--- config.mk ---
export PLATFORM = sky130hd
export DESIGN_NAME = sram_access_ctrl_flat
export DESIGN_NICKNAME = d
export VERILOG_FILES = /design/src/rtl/sram_access_ctrl_if.sv /design/src/rtl/sram_access_ctrl.sv /design/src/flat_wrapper.sv
export SDC_FILE = /design/constraint.sdc
export NUM_CORES = 1
export LEC_CHECK = 0
export CAP_MARGIN = 10
export CORE_ASPECT_RATIO = 1.5
export CORE_UTILIZATION = 31
export DETAILED_ROUTE_END_ITERATION = 7
export PLACE_DENSITY = 0.66
export SYNTH_ARGS = -nofsm -noshare
export SYNTH_HDL_FRONTEND = slang
export SYNTH_SLANG_ARGS = --single-unit
export TNS_END_PERCENT = 100
--- constraint.sdc ---
create_clock -name CLK -period 3.4 [get_ports CLK]
set_input_delay 0.34 -clock CLK [delete_from_list [all_inputs] [get_ports CLK]]
set_output_delay 0.34 -clock CLK [all_outputs]
set_load 0.05 [all_outputs]
--- src/rtl/sram_access_ctrl_if.sv ---
// Method-call side of the SRAM controller: memRead/memWrite request, ready and return signals.
interface sram_access_ctrl_if;
   logic        mem_rd_en;
   logic [20:0] mem_rd_arg;
   logic        mem_rd_rdy;
   logic [15:0] mem_rd_dat;
   logic        mem_rd_vld;
   logic        mem_wr_en;
   logic [36:0] mem_wr_arg;
   logic        mem_wr_rdy;

   modport slave (
      input  mem_rd_en, mem_rd_arg, mem_wr_en, mem_wr_arg,
      output mem_rd_rdy, mem_rd_dat, mem_rd_vld, mem_wr_rdy
   );

   modport master (
      output mem_rd_en, mem_rd_arg, mem_wr_en, mem_wr_arg,
      input  mem_rd_rdy, mem_rd_dat, mem_rd_vld, mem_wr_rdy
   );
endinterface

--- src/rtl/sram_access_ctrl.sv ---
// Sequences single-word reads/writes to an async 16-bit SRAM with WAIT_CYCLES extra access cycles.
// Every output is registered from the next state, so the pins change exactly on state boundaries.
module sram_access_ctrl #(
   parameter int ADDR_W      = 16,
   parameter int DATA_W      = 16,
   parameter int WAIT_CYCLES = 1
) (
   input  logic               CLK,
   input  logic               RESET,
   sram_access_ctrl_if.slave  mem,
   output logic [ADDR_W-1:0]  sram_addr,
   output logic [DATA_W-1:0]  sram_dout,
   input  logic [DATA_W-1:0]  sram_din,
   output logic               sram_oe_drv,
   output logic               SRAM_CE,
   output logic               SRAM_OE,
   output logic               SRAM_WE,
   output logic               SRAM_LB,
   output logic               SRAM_UB
);

   typedef enum logic [2:0] {IDLE, RD_ACC, WR_SETUP, WR_PULSE, WR_HOLD} state_t;

   localparam logic [3:0] WAIT_INIT = 4'(WAIT_CYCLES);

   state_t              state, state_nxt;
   logic [3:0]          cnt, cnt_nxt;
   logic                ready, ready_nxt;
   logic                valid, valid_nxt;
   logic [DATA_W-1:0]   ret, ret_nxt;
   logic [ADDR_W-1:0]   addr_nxt;
   logic [DATA_W-1:0]   dout_nxt;
   logic                lb_nxt, ub_nxt, ce_nxt, oe_nxt, we_nxt, drv_nxt;
   logic                unused_arg_bits;

   assign unused_arg_bits = ^{mem.mem_rd_arg[4:0], mem.mem_wr_arg[4:2]};

   assign mem.mem_rd_rdy = ready;
   assign mem.mem_wr_rdy = ready;
   assign mem.mem_rd_vld = valid;
   assign mem.mem_rd_dat = ret;

   always_comb begin
      state_nxt = state;
      cnt_nxt   = cnt;
      addr_nxt  = sram_addr;
      dout_nxt  = sram_dout;
      lb_nxt    = SRAM_LB;
      ub_nxt    = SRAM_UB;
      ret_nxt   = ret;
      valid_nxt = 1'b0;
      case (state)
         IDLE: begin
            // Write has priority; a simultaneous read is dropped and must be re-presented.
            if (ready && mem.mem_wr_en) begin
               state_nxt = WR_SETUP;
               addr_nxt  = mem.mem_wr_arg[5 +: ADDR_W];
               dout_nxt  = mem.mem_wr_arg[21 +: DATA_W];
               lb_nxt    = ~mem.mem_wr_arg[0];
               ub_nxt    = ~mem.mem_wr_arg[1];
            end else if (ready && mem.mem_rd_en) begin
               state_nxt = RD_ACC;
               cnt_nxt   = WAIT_INIT;
               addr_nxt  = mem.mem_rd_arg[5 +: ADDR_W];
               lb_nxt    = 1'b0;
               ub_nxt    = 1'b0;
            end
         end
         RD_ACC: begin
            if (cnt == 4'd0) begin
               state_nxt = IDLE;
               ret_nxt   = sram_din;
               valid_nxt = 1'b1;
            end else begin
               cnt_nxt = cnt - 4'd1;
            end
         end
         WR_SETUP: begin
            state_nxt = WR_PULSE;
            cnt_nxt   = WAIT_INIT;
         end
         WR_PULSE: begin
            if (cnt == 4'd0) state_nxt = WR_HOLD;
            else             cnt_nxt   = cnt - 4'd1;
         end
         WR_HOLD:  state_nxt = IDLE;
         default:  state_nxt = IDLE;
      endcase

      if (state_nxt == IDLE) begin
         lb_nxt = 1'b1;
         ub_nxt = 1'b1;
      end
      ready_nxt = (state_nxt == IDLE);
      ce_nxt    = (state_nxt == IDLE);
      oe_nxt    = (state_nxt != RD_ACC);
      we_nxt    = (state_nxt != WR_PULSE);
      drv_nxt   = (state_nxt == WR_SETUP) || (state_nxt == WR_PULSE) || (state_nxt == WR_HOLD);
   end

   always_ff @(posedge CLK or negedge RESET) begin
      if (!RESET) begin
         state       <= IDLE;
         cnt         <= 4'd0;
         ready       <= 1'b0;
         valid       <= 1'b0;
         ret         <= '0;
         sram_addr   <= '0;
         sram_dout   <= '0;
         sram_oe_drv <= 1'b0;
         SRAM_CE     <= 1'b1;
         SRAM_OE     <= 1'b1;
         SRAM_WE     <= 1'b1;
         SRAM_LB     <= 1'b1;
         SRAM_UB     <= 1'b1;
      end else begin
         state       <= state_nxt;
         cnt         <= cnt_nxt;
         ready       <= ready_nxt;
         valid       <= valid_nxt;
         ret         <= ret_nxt;
         sram_addr   <= addr_nxt;
         sram_dout   <= dout_nxt;
         sram_oe_drv <= drv_nxt;
         SRAM_CE     <= ce_nxt;
         SRAM_OE     <= oe_nxt;
         SRAM_WE     <= we_nxt;
         SRAM_LB     <= lb_nxt;
         SRAM_UB     <= ub_nxt;
      end
   end

endmodule

--- src/flat_wrapper.sv ---
// flat-port wrapper written by rule: the top's interface ports become plain ports
module sram_access_ctrl_flat 
#(
   parameter int ADDR_W      = 16,
   parameter int DATA_W      = 16,
   parameter int WAIT_CYCLES = 1
)
  (CLK, RESET, sram_addr, sram_dout, sram_din, sram_oe_drv, SRAM_CE, SRAM_OE, SRAM_WE, SRAM_LB, SRAM_UB, mem_mem_rd_en, mem_mem_rd_arg, mem_mem_wr_en, mem_mem_wr_arg, mem_mem_rd_rdy, mem_mem_rd_dat, mem_mem_rd_vld, mem_mem_wr_rdy);
  sram_access_ctrl_if mem_i ();
  input  logic CLK;
  input  logic RESET;
  output logic [ADDR_W-1:0] sram_addr;
  output logic [DATA_W-1:0] sram_dout;
  input  logic [DATA_W-1:0] sram_din;
  output logic sram_oe_drv;
  output logic SRAM_CE;
  output logic SRAM_OE;
  output logic SRAM_WE;
  output logic SRAM_LB;
  output logic SRAM_UB;
  input wire logic [$bits(mem_i.mem_rd_en)-1:0] mem_mem_rd_en;
  input wire logic [$bits(mem_i.mem_rd_arg)-1:0] mem_mem_rd_arg;
  input wire logic [$bits(mem_i.mem_wr_en)-1:0] mem_mem_wr_en;
  input wire logic [$bits(mem_i.mem_wr_arg)-1:0] mem_mem_wr_arg;
  output wire logic [$bits(mem_i.mem_rd_rdy)-1:0] mem_mem_rd_rdy;
  output wire logic [$bits(mem_i.mem_rd_dat)-1:0] mem_mem_rd_dat;
  output wire logic [$bits(mem_i.mem_rd_vld)-1:0] mem_mem_rd_vld;
  output wire logic [$bits(mem_i.mem_wr_rdy)-1:0] mem_mem_wr_rdy;
  assign mem_i.mem_rd_en = mem_mem_rd_en;
  assign mem_i.mem_rd_arg = mem_mem_rd_arg;
  assign mem_i.mem_wr_en = mem_mem_wr_en;
  assign mem_i.mem_wr_arg = mem_mem_wr_arg;
  assign mem_mem_rd_rdy = mem_i.mem_rd_rdy;
  assign mem_mem_rd_dat = mem_i.mem_rd_dat;
  assign mem_mem_rd_vld = mem_i.mem_rd_vld;
  assign mem_mem_wr_rdy = mem_i.mem_wr_rdy;
  sram_access_ctrl #(.ADDR_W(ADDR_W), .DATA_W(DATA_W), .WAIT_CYCLES(WAIT_CYCLES)) u_core (.CLK(CLK), .RESET(RESET), .mem(mem_i), .sram_addr(sram_addr), .sram_dout(sram_dout), .sram_din(sram_din), .sram_oe_drv(sram_oe_drv), .SRAM_CE(SRAM_CE), .SRAM_OE(SRAM_OE), .SRAM_WE(SRAM_WE), .SRAM_LB(SRAM_LB), .SRAM_UB(SRAM_UB));
endmodule
==> out/metrics.csv, run 1 <==
metric;value;unit
# port buffers;126;
ranking of synthesized cells by area;dfrtp_1, mux2_1, mux2i_1;
Synth-to-Final Area Change;62.80;%
Hold Crit Class;register to register;
vias in the first global route;2090;
post-synthesis register bit count;63;
Slew HR;39.27;%
fin util;52.89;%
worst vdd ir;0.0004195;V
Max Root-Sink Buffers;2;
htree depth;3;
outcome;finished clean;
core area;8108;um^2
hold path start;u_core.sram_addr[15]$_DFFE_PN0P_;
via/cell ratio;4.534;
DR WL/cell;13.06;um
Starting Density;32.48;%
routed vias;2004;
Routed Antenna Nets;0;
post-route clock period utilization;70.02;%
crit path time final;2.381;ns
Seq/Total Area, Yosys;60.10;%
R2R depth;5;
clock sink count;63;
Yosys top cell area share;55.11;%
reg2reg end;u_core.mem.mem_rd_dat[15]$_DFFE_PN0P_;
Setup Fix Bufs, Post-CTS;0;
hold endpoint;u_core.sram_addr[15]$_DFFE_PN0P_;
Leak;1.940;nW
Worst-Margin Slew;0.9109;ns
DRC;0;
initial antenna violation count;0;
ys async rst share;100.0;%
Setup-failing EPs final;0;
Tot GR Track Use;14.31;%
Tot Pwr;0.004796;W
number of diodes;0;
Worst setup SP type;register;
Post-Synthesis Net Count;280;
pin count of the biggest net entering global routing;46;
Max-Cap Viols;0;
FMAX;420.0;MHz
Num CTS Buffers;9;
Detailed Place HPWL;4.259;mm
WS Path Type;register to register;
crit-path max FO;17;
First DRT Iteration DRCs;33;
die area;8876;um^2
Commonest cells post-synth;dfrtp_1, mux2_1, nand2_1;
Hold Path Cell Cnt;2;
# fillers;725;
netlist area before placement;2634;um^2
io pins;135;
CTS tree;done;
Sum Neg Setup Slack;0;ns
placed inst area;3985;um^2
Reg2Reg Setup Slack;1.02;ns
unrepaired setup endpoints after global routing;false;
first-pass GRT wire length;9.825;mm
power per standard cell area;1118;nW/um^2
gp weighted congestion;0.7463;
ys flop type;dfrtp_1;
post-synthesis cell count;201;
Slew Viols, Final;0;
Final nets;411;
cts hold-fix bufs;1;
Die Width;77.26;um
Hold Vio Cnt, Final;0;
data arrival time of the critical path;2.58;ns
Setup Skew;0.004945;ns
Worst EP required;3.60;ns
die height;114.9;um
DRT Pass-1 Iters;4;
worst flop-to-flop path startpoint;u_core.cnt[0]$_DFFE_PN0P_;
Post-synth EDFFs;0;
total routed wirelength;5.774;mm
crit end category;register;
Non-Filler Cell Area, Final;4288;um^2
PostCTS Resize Cnt;0;
Rows;40;
Clock Latency Late Sink;0.32;ns
most frequent cell after synthesis;dfrtp_1;
post-synth cell types;36;
Synth area leader;dfrtp_1;
yosys warns;0;
Post-Syn Area per Cell;13.10;um^2
GRT Residual Overflow;0;
clk slew on worst S/H paths;0.05;ns
clock root buffer;clkbuf_16;
layout cells sized above 1;10.39;%
-- per-stage QoR --
step,setup WS [ns],instances,hold slack (ns)
finish,1.019,442,0.4767
floorplan,1.248,201,0.04441
detailed placement,1.012,425,0.3015
global route,0.8812,442,0.5060
global placement,1.041,425,0.2936
CTS,1.002,442,0.4837
-- cells by family after synthesis --
group	after synthesis	share of synthesized area, %
AOI/OAI and AO/OA	28	6.651
adders and majority gates	1	0.4750
buffers and inverters	17	3.373
DFF	63	60.10
muxes	48	21.05
and+or+nand+nor	44	8.361
-- critical path, cell delays in order (launching register included) --
cell and delay (ns):
dfrtp_1 0.39, inv_1 0.08, ha_1 0.18, or3b_4 0.41, or3_1 0.74, mux2_1 0.46
-- layout make-up --
cell class | count | area (um^2) | area share (%)
Inverter | 7 | 26.28 | 0.6128
Tap cell | 105 | 131.4 | 3.064
Multi-Input combinational cell | 121 | 965.9 | 22.53
Sequential cell | 63 | 1583 | 36.91
Clock inverter | 3 | 42.54 | 0.9921
Timing Repair Buffer | 130 | 1289 | 30.06
Clock buffer | 13 | 250.2 | 5.836
-- state kept, by name (all words and copies together), names as in the netlist --
name / cells
u_core.sram_dout: 16
u_core.mem.mem_rd_dat: 16
u_core.SRAM_CE: 1
u_core.SRAM_LB: 1
u_core.sram_oe_drv: 1
u_core.cnt: 4
u_core.SRAM_UB: 1
u_core.mem.mem_rd_vld: 1
u_core.SRAM_WE: 1
u_core.state: 3
u_core.sram_addr: 16
u_core.mem.mem_rd_rdy: 1
u_core.SRAM_OE: 1
-- how the worst max path moves through the flow --
stage                                          startpoint                               endpoint  slack [ns]  cells after the start
after detailed placement        u_core.cnt[0]$_DFFE_PN0P_   u_core.mem.mem_rd_dat[3]$_DFFE_PN0P_        1.01                      5
after floorplan           u_core.mem.mem_rd_rdy$_DFF_PN0_       u_core.sram_dout[10]$_DFFE_PN0P_        1.25                      5
after global placement          u_core.cnt[0]$_DFFE_PN0P_  u_core.mem.mem_rd_dat[15]$_DFFE_PN0P_        1.04                      5
after global routing            u_core.cnt[0]$_DFFE_PN0P_   u_core.mem.mem_rd_dat[5]$_DFFE_PN0P_        0.88                      5
final                           u_core.cnt[0]$_DFFE_PN0P_  u_core.mem.mem_rd_dat[15]$_DFFE_PN0P_        1.02                      5
after CTS                       u_core.cnt[0]$_DFFE_PN0P_   u_core.mem.mem_rd_dat[3]$_DFFE_PN0P_        1.00                      5
-- layer usage --
layer  GRT usage, %  up-vias  wire length [um]
li1               -      965                 -
met1          15.96      930              2325
met2          23.66       99              2773
met3          5.952       10               566
met4          6.792        0               107
met5              0        -                 0
-- power breakdown --
part	internal, W	switching, W	leakage (nW)
combinational	0.000954	0.00163	1.04
clock	0.000586	0.000302	0.140
sequential	0.00112	0.000201	0.756
-- placed cells by master (no fill, tap or decap), types with 5 or more instances in the layout --
cell and count:
mux2i_1 16, clkbuf_16 9, dfstp_2 5, nor2_1 8, o21ai_1 14, inv_1 7
mux2_1 23, nand2_1 20, mux2_4 9, clkdlybuf4s50_1 125, dfrtp_1 58
Note: power is estimated with default switching activity, not from simulation.
==> inputs of run 2 (changes only) <==
PLACE_DENSITY = 0.69   (was 0.66)
clock period = 2.1 ns   (was 3.4 ns; I/O delays follow)
==> run 2 against run 1 <==
Non-clock buffer count grew 6. Critical endpoint is now u_core.mem.mem_rd_dat[1]$_DFFE_PN0P_. Hold slack lost 0.087 ns. Routed wire length grew 1.5%. Clock skew grew 0.0024 ns. Largest cell class unchanged. Count of clock-buffer cells in the layout shrank 3. Maximum frequency grew 16%.
==> out/metrics.csv, run 2 (same netlist as run 1, synthesis figures left out) <==
metric;value;unit
Clock Latency Late Sink;0.32;ns
pin count of the biggest net entering global routing;24;
crit end category;register;
data arrival time of the critical path;2.25;ns
FMAX;488.3;MHz
DR WL met2;2.919;mm
io pins;135;
Worst-Margin Slew;0.5857;ns
First DRT Iteration DRCs;52;
crit path time final;2.048;ns
first-pass GRT wire length;9.791;mm
CP peak stage delay;0.39;ns
Met1 Routed Length;2.296;mm
Worst EP required;2.30;ns
Tot Pwr;0.007912;W
Reg2Reg Setup Slack;0.05;ns
highest metal used;met4;
placed inst area;4044;um^2
placed insts;431;
Hold Crit Class;input pin to async pin;
slowest stage cell, crit path;dfrtp_1;
cells along the critical path;inv_1 -> ha_4 -> or3b_4 -> or3_4 -> buf_12 -> mux2_1;
die area;8876;um^2
outcome;finished clean;
# fillers;722;
final worst setup slack;0.05213;ns
htree depth;3;
DRC;0;
Detailed Place HPWL;4.360;mm
power per standard cell area;1807;nW/um^2
total routed wirelength;5.859;mm
Hold Vio Cnt, Final;0;
Setup-failing EPs final;0;
gp weighted congestion;0.7940;
GRT Residual Overflow;0;
commonest non-fill, non-tap cell in the layout;clkdlybuf4s50_1;
CTS tree;done;
DR WL/cell;13.08;um
worst setup path startpoint;u_core.cnt[1]$_DFFE_PN0P_;
worst flop-to-flop path startpoint;u_core.cnt[1]$_DFFE_PN0P_;
clock sink count;63;
crit-path max FO;17;
Routed Antenna Nets;0;
Non-Filler Cell Area, Final;4379;um^2
die height;114.9;um
core area;8108;um^2
clock root buffer;clkbuf_16;
Setup Fix Bufs, Post-CTS;0;
vias in the first global route;2136;
WS Path Type;register to register;
WP buf/inv;2;
initial antenna violation count;0;
Worst setup SP type;register;
Max Root-Sink Buffers;2;
post-route clock period utilization;97.52;%
layout cells sized above 1;13.99;%
Final nets;417;
Synth-to-Final Area Change;66.27;%
met3 WL post-DR;525;um
Die Width;77.26;um
Setup Skew;0.007341;ns
worst vdd ir;0.0009235;V
Slew Viols, Final;0;
via/cell ratio;4.623;
Leak;1.982;nW
pre-CTS WS;-0.001606;ns
Max-Cap Viols;0;
Num CTS Buffers;9;
most frequent cells in the layout;clkdlybuf4s50_1, dfrtp_1, mux2_1;
Slew HR;60.95;%
# port buffers;126;
DRT Pass-1 Iters;4;
Layout Cells excl Fill;448;
routed vias;2071;
number of diodes;0;
Starting Density;32.48;%
Tot GR Track Use;14.33;%
Sum Neg Setup Slack;0;ns
Rows;40;
clk slew on worst S/H paths;0.05;ns
family with the most delay on the worst path;simple AND/OR/NAND/NOR gates;
## run 2: stage by stage
| step | utilization (%) | hold slack (ns) |
|---|---|---|
| after floorplan | - | -0.08559 |
| after global placement | 49.88 | 0.2073 |
| after detailed placement | 49.88 | 0.2124 |
| after CTS | 53.86 | 0.4021 |
| after global routing | 54.01 | 0.4370 |
| final | 54.01 | 0.3896 |
## run 2: cell type report
class | instances | area, um^2 | share of cell area, %
sequential | 63 | 1584 | 36.17
timing repair buffer | 136 | 1346 | 30.74
multi-input combinational | 121 | 983.4 | 22.46
clock buffer | 10 | 239.0 | 5.457
tap | 105 | 131.4 | 3.000
clock inverter | 6 | 68.82 | 1.571
inverter | 7 | 26.28 | 0.6000
## run 2: routing by layer
layer	GRT usage (%)	vias up
met4	7.044	0
met5	0	-
met3	5.635	13
li1	-	978
met2	24.66	105
met1	15.24	975
## run 2: what timing repair did
item                       CTS  global route
hold endpoints to repair    21             0
hold buffers                 1             0
resized for setup            1             3
setup endpoints to repair    3            16
## run 2: path summary, 6_finish.rpt
path                                                        end  cells past startpoint
hold reg to reg                u_core.sram_addr[15]$_DFFE_PN0P_                      2
setup / recovery           u_core.mem.mem_rd_dat[1]$_DFFE_PN0P_                      6
max in group asynchronous              u_core.SRAM_WE$_DFF_PN1_                      3
min in group CLK                     u_core.SRAM_UB$_DFFE_PN1P_                      2
hold / removal             u_core.mem.mem_rd_dat[8]$_DFFE_PN0P_                      2
setup reg to reg           u_core.mem.mem_rd_dat[1]$_DFFE_PN0P_                      6
## run 2: power by group
group	internal [W]	switching (W)	total [W]	leakage (nW)
registers	0.00182	0.000317	0.00214	0.755
clock network	0.000955	0.000518	0.00147	0.149
logic	0.00161	0.00269	0.00430	1.08
